--- config.mk ---
export PLATFORM = sky130hd
export DESIGN_NAME = blinky_pattern_decoder
export DESIGN_NICKNAME = d
export VERILOG_FILES = /design/src/rtl/blinky_pattern_decoder.sv
export SDC_FILE = /design/constraint.sdc
export NUM_CORES = 1
export LEC_CHECK = 0
export ABC_CLOCK_PERIOD_IN_PS = 7000
export CAP_MARGIN = 20
export CORE_AREA = 2 2 92 94
export DETAILED_ROUTE_END_ITERATION = 12
export DIE_AREA = 0 0 94 96
export HOLD_SLACK_MARGIN = 0.02
export PLACE_DENSITY = 0.74
export SLEW_MARGIN = 20
export SYNTH_ARGS = -nofsm -noshare
export SYNTH_HDL_FRONTEND = slang
export SYNTH_SLANG_ARGS = --single-unit
export TNS_END_PERCENT = 5
--- constraint.sdc ---
create_clock -name clk25 -period 7 [get_ports clk25]
set_input_delay 1.4 -clock clk25 [delete_from_list [all_inputs] [get_ports clk25]]
set_output_delay 1.4 -clock clk25 [all_outputs]
set_load 0.005 [all_outputs]
--- src/rtl/blinky_pattern_decoder.sv ---
// Receive side of the 8-LED blink pattern stream: locks onto the 106-step frame,
// checks each sampled step against the expected pattern and decodes final-sequence digits.
module blinky_pattern_decoder #(
  parameter int unsigned ERR_W      = 8,
  parameter int unsigned MISS_LIMIT = 1
) (
  input  logic             clk25,
  input  logic             rst_n,
  input  logic             sample,
  input  logic [7:0]       pat,
  output logic             locked,
  output logic [2:0]       phase,
  output logic [6:0]       step,
  output logic             digit_valid,
  output logic [2:0]       digit,
  output logic             frame_done,
  output logic [ERR_W-1:0] err_cnt
);

  typedef enum logic {HUNT, LOCK} state_t;

  state_t           state, state_nx;
  logic [7:0]       hist1, hist0, hist1_nx, hist0_nx;
  logic [2:0]       miss, miss_nx;
  logic             locked_nx, dv_nx, fd_nx;
  logic [2:0]       phase_nx, digit_nx;
  logic [6:0]       step_nx, s_next;
  logic [ERR_W-1:0] err_nx;
  logic             match, dstep;
  logic [3:0]       miss_inc;

  function automatic logic [7:0] expected(input logic [6:0] s);
    int unsigned si;
    logic [7:0]  e;
    si = {25'd0, s};
    e  = '0;
    if (si == 0)        e = '0;
    else if (si <= 8)   e = 8'hFF << (8 - si);
    else if (si <= 17)  e = 8'hFF << (si - 9);
    else if (si <= 25)  e = 8'h80 >> (si - 18);
    else if (si <= 33)  e = 8'h01 << (si - 26);
    else if (si == 34)  e = '0;
    else if (si <= 55)  e = s[0] ? 8'h00 : 8'hFF;
    else if (si <= 72)  e = s[0] ? 8'hF0 : 8'h0F;
    else                e = '0;
    return e;
  endfunction

  function automatic logic [2:0] phase_of(input logic [6:0] s);
    int unsigned si;
    logic [2:0]  p;
    si = {25'd0, s};
    if (si == 0 || si >= 73) p = 3'd7;
    else if (si <= 8)        p = 3'd1;
    else if (si <= 17)       p = 3'd2;
    else if (si <= 25)       p = 3'd3;
    else if (si <= 33)       p = 3'd4;
    else if (si <= 55)       p = 3'd5;
    else                     p = 3'd6;
    return p;
  endfunction

  function automatic logic [2:0] onehot_index(input logic [7:0] b);
    logic [2:0] idx;
    idx = '0;
    for (int unsigned i = 0; i < 8; i++)
      if (b[7-i]) idx = 3'(i);
    return idx;
  endfunction

  assign s_next   = (step == 7'd105) ? '0 : step + 7'd1;
  assign dstep    = (s_next >= 7'd74) && (s_next <= 7'd104) && !s_next[0];
  assign miss_inc = {1'b0, miss} + 4'd1;

  always_comb begin
    match = 1'b0;
    if (dstep) match = (pat != '0) && ((pat & (pat - 8'd1)) == '0);
    else       match = (pat == expected(s_next));
  end

  always_comb begin
    state_nx  = state;
    hist1_nx  = hist1;
    hist0_nx  = hist0;
    miss_nx   = miss;
    locked_nx = locked;
    phase_nx  = phase;
    step_nx   = step;
    dv_nx     = 1'b0;
    digit_nx  = digit;
    fd_nx     = 1'b0;
    err_nx    = err_cnt;
    if (sample) begin
      // History shifts in every state so an unlock leaves {prev, pat} for re-acquire
      hist1_nx = hist0;
      hist0_nx = pat;
      unique case (state)
        HUNT: begin
          if (hist1 == 8'h00 && hist0 == 8'h80 && pat == 8'hC0) begin
            state_nx  = LOCK;
            locked_nx = 1'b1;
            step_nx   = 7'd2;
            phase_nx  = 3'd1;
            miss_nx   = '0;
          end
        end
        LOCK: begin
          if (match) begin
            miss_nx = '0;
          end else begin
            miss_nx = miss_inc[2:0];
            if (err_cnt != '1) err_nx = err_cnt + 1'b1;
          end
          if (!match && miss_inc >= 4'(MISS_LIMIT)) begin
            state_nx  = HUNT;
            locked_nx = 1'b0;
            step_nx   = '0;
            phase_nx  = '0;
            miss_nx   = '0;
          end else begin
            step_nx  = s_next;
            phase_nx = phase_of(s_next);
            fd_nx    = (s_next == 7'd105);
            if (match && dstep) begin
              dv_nx    = 1'b1;
              digit_nx = onehot_index(pat);
            end
          end
        end
        default: state_nx = HUNT;
      endcase
    end
  end

  always_ff @(posedge clk25 or negedge rst_n) begin
    if (!rst_n) begin
      state       <= HUNT;
      hist1       <= '0;
      hist0       <= '0;
      miss        <= '0;
      locked      <= 1'b0;
      phase       <= '0;
      step        <= '0;
      digit_valid <= 1'b0;
      digit       <= '0;
      frame_done  <= 1'b0;
      err_cnt     <= '0;
    end else begin
      state       <= state_nx;
      hist1       <= hist1_nx;
      hist0       <= hist0_nx;
      miss        <= miss_nx;
      locked      <= locked_nx;
      phase       <= phase_nx;
      step        <= step_nx;
      digit_valid <= dv_nx;
      digit       <= digit_nx;
      frame_done  <= fd_nx;
      err_cnt     <= err_nx;
    end
  end

endmodule
==> flow_metrics.tcl <==
set metrics [dict create \
    final_nets 534 \
    dp_hpwl_um 9950 \
    io_pins 35 \
    coreArea_sq_mm 0.00805 \
    clkSinkCount 44 \
    die_w_um 94 \
    r2r_end "step[5]$_DFFE_PN0P_" \
    synth.area.top_cells "dfrtp_1 26%, mux2_2 4.7%, nand2_1 4.0%" \
    setup_viol 0 \
    clk_latency_ns 0.29 \
    cts_max_level 2 \
    synth_most_common_cell "nand2_1" \
    root_buffer "clkbuf_8" \
    holdWs_ns 0.484 \
    rrSetupSlack_ns 0.87 \
    globalplace.congestion 0.990 \
    grt_pass1_vias 4080 \
    post_cts_buffers 0 \
    netlist_instances 504 \
    finalSetupTns_ns 0 \
    dieArea_sq_mm 0.00902 \
    yosysUniqueCellTypes 90 \
    fill_cells 724 \
    fmax_mhz 163 \
    dp_slack_ns 1.08 \
    syn-mean-instance-area_sq_um 8.50 \
    drive_gt1_share_pct 13.8 \
    rows 33 \
    drc 0 \
    grt_start_max_net_pins 45 \
    post-route-period-util_pct 87.5 \
    hp-class "flop to flop" \
    clkTransAtPathRegs_ns 0.08 \
    register_area_sq_mm 0.00110 \
    dp.cells 611 \
    routed_wl_um 13300 \
    ant_nets 0 \
    synth-edff-count 0 \
    synth-seq-cells 44 \
    cts_tree "done" \
    crit_type "flop to flop" \
    yosysTopAreaCellShare_pct 25.7 \
    p_leak_uw 0.00180 \
    maxSlewViolCount 0 \
    power_density_mw_per_mm2 148 \
    worstHoldStart "phase[2]$_DFFE_PN0P_" \
    synth_top_area_cell "dfrtp_1" \
    startpoint_type "flop" \
    vdd_ir_drop_max_mv 0.154 \
    portBuffers 34 \
    period_minus_slack_ns 6.13 \
    fin_skew_ns 0.00566 \
    vias_per_cell 6.84 \
    numCtsBuffers 5 \
    clk_path_buf_depth 2 \
    multi_input_area_sq_mm 0.00293 \
    maxCapViolCount 0 \
    synth_area_sq_mm 0.00429 \
    status "completed" \
    grt_pass1_wl_um 21100 \
    async_reset_ff_share_pct 100 \
    yosysWarnings 0 \
    initial_core_util_pct 53.2 \
    first_pass_iters 5 \
    area_growth_pct 9.26 \
    die_h_um 96 \
    fin_ws_ns 0.874 \
    worst_pin_slew_ns 0.960 \
    antenna_found_initial 0 \
    end_kind "flop" \
    r2r_start "step[0]$_DFFE_PN0P_" \
    avgRoutedWirePerCell_um 21.5 \
    synth-main-ff-cell "dfrtp_1" \
    cp_max_fo 24 \
    grt_use_total_pct 30.0 \
    stdcell_count 619 \
    cp.arrival_ns 6.37 \
    crit_start "step[0]$_DFFE_PN0P_" \
    rsz0062_at_grt "false" \
    synth_commonest_cells "46 x nand2_1, 44 x dfrtp_1, 39 x nor2_1" \
    relSlewSlack_pct 36.0 \
    ys_seq_area_share_pct 25.7 \
    cts_resized 0 \
    setup.worst_path.end "step[5]$_DFFE_PN0P_" \
    synth_nets 525 \
    hold_viol_final 0 \
    diodes 0 \
    grt_overflow 0 \
    r2r_cells 17 \
    vias 4235 \
    drt_iter0_drc 428 \
    required_ns 7.24 \
    hold_buffers 0 \
]
area by class of cell:
type	count	area share [%]
sequential	44	23.5
clock buffer	6	1.76
inverter	16	1.28
tap	105	2.81
clock inverter	2	0.321
timing repair buffer	37	7.64
multi-input combinational	409	62.7
worst max-delay path, cell delays in order, from the launching register on:
cell       delay, ns
dfrtp_1         0.86
ha_1            0.33
and4bb_2        0.25
nand3_1         0.44
nand2_1         0.31
ha_1            0.51
inv_1           0.25
nor2_1          0.42
a21oi_1         0.15
a211oi_1        0.53
or4_1           0.19
o21ai_0         0.09
a31oi_1         0.17
o2111ai_1       0.26
nor4_4          0.41
a31oi_1         0.40
o31ai_1         0.34
a21o_1          0.15
cells by family (layout without fill, tap and decap cells):
| family | count (synthesis) | count (layout) | synth area share [%] |
|---|---|---|---|
| and+or+nand+nor | 199 | 199 | 26.7 |
| DFF | 44 | 44 | 25.7 |
| xor gates and xnor gates | 21 | 21 | 5.55 |
| muxes | 23 | 23 | 5.93 |
| AOI/OAI and AO/OA | 156 | 156 | 27.4 |
| buffers and inverters | 51 | 61 | 5.84 |
| adders and majority gates | 10 | 10 | 2.92 |
cell usage in the layout, fill, tap and decap left out, types with 3 or more instances in the layout:
cell type	n
a21oi_2	3
a31oi_1	11
a31o_2	4
a41o_1	3
nor2_1	39
nor4_1	9
a21o_1	5
or3_1	3
nor4_4	3
or4_1	4
mux2i_1	4
dfrtp_1	44
o21ai_1	5
nand3_1	21
mux2_2	18
o31ai_1	8
o21ai_0	21
clkbuf_8	6
buf_4	3
clkdlybuf4s50_1	33
nor3_1	12
and2_1	7
nor4_2	3
inv_1	16
ha_1	10
nand4_1	13
o41ai_1	3
xnor2_1	12
xor2_1	5
and3_1	11
a21oi_1	26
o22ai_1	3
o221ai_1	3
nor2_2	3
o21a_1	5
or2_2	3
a2111oi_2	3
a211oi_1	10
nand2_1	46
state kept, by name, indices dropped and copies added, names as in the netlist:
register and count:
hist1 8, frame_done 1, err_cnt 8, phase 3, digit 3, digit_valid 1
hist0 8, locked 1, step 7, miss 3, state 1
metal layers:
layer  GRT usage, %  part of all wire [%]
met5              0                     0
met4           10.0                   2.3
met1           39.7                    42
met2           51.8                    50
met3           2.98                   5.8
through the flow:
stage | instance area (sq um) | utilization, % | power [uW]
after floorplan | 4290 | - | 444
final | 4680 | 58.2 | 691
after detailed placement | 4580 | 56.9 | 525
after CTS | 4680 | 58.2 | 693
after global placement | 4580 | 56.9 | 525
after global routing | 4680 | 58.2 | 727
worst min-delay path by stage:
stage	end	slack, ns	cells after the start
4_1_cts	phase[2]$_DFFE_PN0P_	0.49	2
6_report	phase[2]$_DFFE_PN0P_	0.48	2
3_3_place_gp	locked$_DFFE_PN0P_	0.47	1
3_5_place_dp	phase[2]$_DFFE_PN0P_	0.47	2
2_1_floorplan	hist1[7]$_DFFE_PN0P_	0.46	2
5_1_grt	phase[2]$_DFFE_PN0P_	0.50	2
power by group:
group | switching, uW | leakage, uW | internal, uW | total, uW
sequential | 32.4 | 0.000571 | 279 | 311
clock | 85.8 | 0.0000434 | 79.8 | 166
combinational | 125 | 0.00118 | 89.1 | 214
No activity file was read; power rests on OpenSTA's default activity.
